===== src/rtl/rv32_instr_encoder.sv =====
// rv32_instr_encoder: packs RV32I fields into instruction words and streams them out of a small FIFO with byte addresses
module rv32_instr_encoder #(
  parameter int DEPTH  = 4,
  parameter int ADDR_W = 8
) (
  input  logic                     clk,
  input  logic                     rst,
  input  logic                     in_valid,
  output logic                     in_ready,
  input  logic [2:0]               fmt,
  input  logic [6:0]               opcode,
  input  logic [2:0]               funct3,
  input  logic [6:0]               funct7,
  input  logic [4:0]               r_d,
  input  logic [4:0]               rs_1,
  input  logic [4:0]               rs_2,
  input  logic [20:0]              IMM,
  output logic                     out_valid,
  input  logic                     out_ready,
  output logic [31:0]              instr_out,
  output logic [ADDR_W-1:0]        addr_out,
  output logic [$clog2(DEPTH):0]   level,
  output logic                     err
);
  localparam int AW = $clog2(DEPTH);
  logic [31:0]   mem [DEPTH];
  logic [AW-1:0] wr_ptr, rd_ptr;
  logic [31:0]   word;
  logic          bad, take, push, pop;
  always_comb begin
    word = '0;
    case (fmt)
      3'd0: word = {funct7, rs_2, rs_1, funct3, r_d, opcode};
      3'd1: word = {IMM[11:0], rs_1, funct3, r_d, opcode};
      3'd2: word = {IMM[11:5], rs_2, rs_1, funct3, IMM[4:0], opcode};
      3'd3: word = {IMM[12], IMM[10:5], rs_2, rs_1, funct3, IMM[4:1], IMM[11], opcode};
      3'd4: word = {IMM[19:0], r_d, opcode};
      3'd5: word = {IMM[20], IMM[10:1], IMM[11], IMM[19:12], r_d, opcode};
      default: word = '0;
    endcase
  end
  // illegal or misaligned requests are consumed but never stored
  assign bad       = (fmt > 3'd5) || ((fmt == 3'd3 || fmt == 3'd5) && IMM[0]);
  assign in_ready  = level != (AW+1)'(DEPTH);
  assign out_valid = level != '0;
  assign take      = in_valid && in_ready;
  assign push      = take && !bad;
  assign pop       = out_valid && out_ready;
  assign instr_out = out_valid ? mem[rd_ptr] : '0;
  always_ff @(posedge clk or negedge rst) begin
    if (!rst) begin
      wr_ptr   <= '0;
      rd_ptr   <= '0;
      level    <= '0;
      addr_out <= '0;
      err      <= 1'b0;
    end else begin
      if (push) wr_ptr <= wr_ptr + AW'(1);
      if (pop) rd_ptr <= rd_ptr + AW'(1);
      if (pop) addr_out <= addr_out + ADDR_W'(4);
      level <= level + (AW+1)'(push) - (AW+1)'(pop);
      if (take && bad) err <= 1'b1;
    end
  end
  always_ff @(posedge clk) begin
    if (push) mem[wr_ptr] <= word;
  end
endmodule

===== config.mk =====
export PLATFORM = sky130hd
export DESIGN_NAME = rv32_instr_encoder
export DESIGN_NICKNAME = d
export VERILOG_FILES = /design/src/rtl/rv32_instr_encoder.sv
export SDC_FILE = /design/constraint.sdc
export NUM_CORES = 1
export LEC_CHECK = 0
export CORE_MARGIN = 2
export CORE_UTILIZATION = 30
export DETAILED_ROUTE_END_ITERATION = 10
export DONT_BUFFER_PORTS = 1
export GPL_TIMING_DRIVEN = 0
export PLACE_DENSITY_LB_ADDON = 0.3
export SLEW_MARGIN = 20
export SYNTH_ARGS = -nofsm -noshare
export SYNTH_HDL_FRONTEND = slang
export SYNTH_SLANG_ARGS = --single-unit

===== constraint.sdc =====
create_clock -name clk -period 3.2 [get_ports clk]
set_input_delay 0.64 -clock clk [delete_from_list [all_inputs] [get_ports clk]]
set_output_delay 0.64 -clock clk [all_outputs]
set_load 0.02 [all_outputs]

==> metrics.md <==
| Metric | Value |
|---|---|
| Die Height | roughly 150 um |
| Max incr delay on CP | roughly 0.6 ns |
| Post CTS Setup Buffer Count | 0 |
| GRT overflow | 0 |
| Vias per inst | 4.77 |
| Post-Place Cells | 659 |
| Family with the most delay on the worst path | simple AND/OR/NAND/NOR gates |
| Latest clock arrival within the worst-skew pair | between 0.4 and 0.5 ns |
| Yosys warning total | 0 |
| Worst setup margin | about 0.25 ns |
| FP Rows | 53 |
| WHS Path Cells | 1 |
| Clock buffer depth | 2 |
| Cell area after synthesis | 0.00630 sq mm |
| Synth area leaders | edfxtp_1, mux4_2, dfrtp_1, nor2b_1, mux2i_1 |
| Slew headroom | a little under half |
| Largest net degree at the start of global routing | 20 |
| NumNets Final | between 400 and 500 |
| Final Non-Filler Cells | just under 700 |
| Clock slew at reported path FFs | about 0.06 ns |
| Max-Cap Viols | 0 |
| CP startpoint kind | flop |
| FILL cells | around 2000 |
| Kind of critical path | flop to primary output |
| Routed via count | 3307 |
| First-pass GRT wire length | ~22000 um |
| PD cells | ~900 mW/mm^2 |
| Worst Path Buf+Inv | 1 |
| Vias in the first global route | about 3700 |
| Crit. End Element | primary output |
| Share of cells above drive strength 1 | around a quarter |
| RSZ-0062 raised after global routing | false |
| Initial DRC count | 231 |
| Antenna violations before repair | 3 |
| Post-CTS Hold Buffers | 1 |
| Commonest cells post-synth | edfxtp_1, nor2b_1, mux4_2 |
| Cts bufs inserted | 17 |
| RR Endpoint | level[2] |
| Post-Route Skew | just over 0.008 ns |
| Drt drc | 0 |
| Most common cell in the synthesized netlist | edfxtp_1 |
| Reg2Reg Setup Slack | a little under 0.6 ns |
| Cell chain of the critical path | nor3_2, clkbuf_1, nor2b_1 |
| Area share of the largest cell type after synthesis | between 60% and 70% |
| Worst Hold Launch | in_valid |
| Io pins | about 110 |
| Die Wd | approximately 150 um |
| GRT met2 Usage | between 20% and 30% |
| Met1 Usage GRT | between 15 and 20% |
| Status | finished clean |
| Dpl ws | between 0.2 and 0.25 ns |
| Data required time at the worst endpoint | between 2 and 3 ns |
| Leak | approximately 2.5 nW |
| GRT Total Usage | 14.1% |
| Final hold vios | 0 |
| Ys flop type | edfxtp_1 |
| Post-synth top area cell | edfxtp_1 |
| Busiest layer in global routing | met2 |
| Hold Path Sink | err |
| Period minus WS final | 2.95 ns |
| Core area | ~0.021 sq mm |
| R2R cell count | 9 |
| H-tree Lvls | 4 |
| Drt first pass iters | 4 |
| Clock Sinks | between 100 and 150 |
| Worst r2r src | level[2] |
| EDFF count, synth | ~130 |
| Critical-path maximum fanout | 10 |
| Netlist cell types | 37 |
| Worst Tran Pin Value | slightly below 0.8 ns |
| Setup violations, final | 0 |
| Area grow syn2layout | 17.2% |
| Yosys reg bits | roughly 140 |
| TritonCTS clock tree | built |
| Effective utilization at floorplan | a little under a third |
| Clock root cell | clkbuf_16 |
| Final WL | around 15000 um |
| Post-synthesis sequential area ratio | approximately two thirds |
| Async SR Flop Fraction | around a tenth |
| Gpl congestion | between 0.7 and 0.8 |
| Max Freq | 0.339 GHz |
| Die outline area | around 0.022 sq mm |
| IO Port Bufs | 0 |
| Fin. max-slew vios | 0 |
| Post-cts sizing count | 0 |
| GR Layer Usage met3 | between 5 and 6% |
| Period utilisation layout | just over 90% |
| DR WL/cell | around 21 um |
| Synth Area per Inst | around 17 sq um |
| Critical Path AT | ~2.3 ns |
| Min Hold Slack | roughly 0.37 ns |
| CP max stage cell | nor3_2 |
| Maximum VDD drop | about 400 uV |
| Syn Inst Count | between 300 and 400 |
| Worst Hold Class | primary input to flop |
| HPWL Detailed | ~11000 um |
| Final ANT Viol Nets | 0 |
-- area by class of cell --
cell class	instances	area (sq um)	area share [%]
flip-flops and latches	142	4190	56.8
multi-input cells	191	1910	25.9
clock buffers	19	433	5.86
well taps	275	344	4.66
clock inverters	13	146	1.98
plain buffers	23	140	1.90
repair buffers	5	120	1.63
inverters	24	90.1	1.22
diodes	2	5.00	0.0678
-- cell usage in the layout (no fill, tap or decap), types with 9 or more instances in the layout --
| cell type | count |
|---|---|
| dfrtp_1 | 14 |
| o21ai_0 | 14 |
| mux4_2 | 32 |
| o22ai_1 | 10 |
| edfxtp_1 | 128 |
| inv_1 | 23 |
| clkbuf_16 | 17 |
| mux2_2 | 9 |
| mux2i_1 | 16 |
| nand2_1 | 15 |
| nor2b_1 | 39 |
-- through the flow --
| step | total power [mW] | instance area, sq um | util [%] | setup TNS, ns |
|---|---|---|---|---|
| 2_1_floorplan | 4.27 | 6310 | - | 0 |
| 3_3_place_gp | 4.73 | 6650 | 31.9 | -182.09 |
| 3_5_place_dp | 4.86 | 6790 | 32.6 | 0 |
| 4_1_cts | 6.78 | 7380 | 35.4 | 0 |
| 5_1_grt | 7.01 | 7380 | 35.5 | 0 |
| 6_report | 6.66 | 7380 | 35.5 | 0 |
-- cell families after synthesis --
group	count (synthesis)	synth area share, %
compound gates	39	4.09
xor+xnor	10	1.39
fa+ha+maj	8	1.71
buf+inv	47	3.65
flops	142	66.5
mux	59	16.0
other cells	1	0.0595
simple gates	73	6.55
-- flip-flops by register name, summed over array words and instances (netlist names) --
signal    flops
level         3
addr_out      6
err           1
rd_ptr        2
mem         128
wr_ptr        2
-- power breakdown --
group          leakage (nW)  switching [mW]  total [mW]  internal (mW)
clock network         0.282           0.706        1.92           1.21
registers              1.34           0.222        2.59           2.37
logic                 0.909            1.32        2.16          0.840
-- metal layers --
layer | vias up | routed length [um] | share of wire, %
met5 | - | 16 | 0.11
met4 | 2 | 257 | 1.7
met3 | 21 | 1070 | 7.2
met2 | 94 | 7530 | 51
met1 | 1702 | 5950 | 40
li1 | 1488 | - | -
-- worst max-delay path by stage --
stage          depth (start not counted)  slack, ns            end     start
2_1_floorplan                          4       0.21      mem[0][0]    fmt[2]
6_report                               3       0.25  instr_out[15]  level[2]
3_5_place_dp                          10       0.22       level[2]    fmt[2]
5_1_grt                                3       0.09  instr_out[15]  level[2]
4_1_cts                                3       0.14  instr_out[21]  level[2]
3_3_place_gp                           4      -1.43      mem[1][6]    fmt[2]
-- worst register-to-register path: cells and delay by family (launching register included) --
family          cells  cell delay, ns
fa+ha+maj           3            0.82
compound gates      1            0.21
simple gates        1            0.51
buf+inv             2            0.10
xor+xnor            2            0.29
flops               1            0.57
Power figures use the tool's default switching activity.
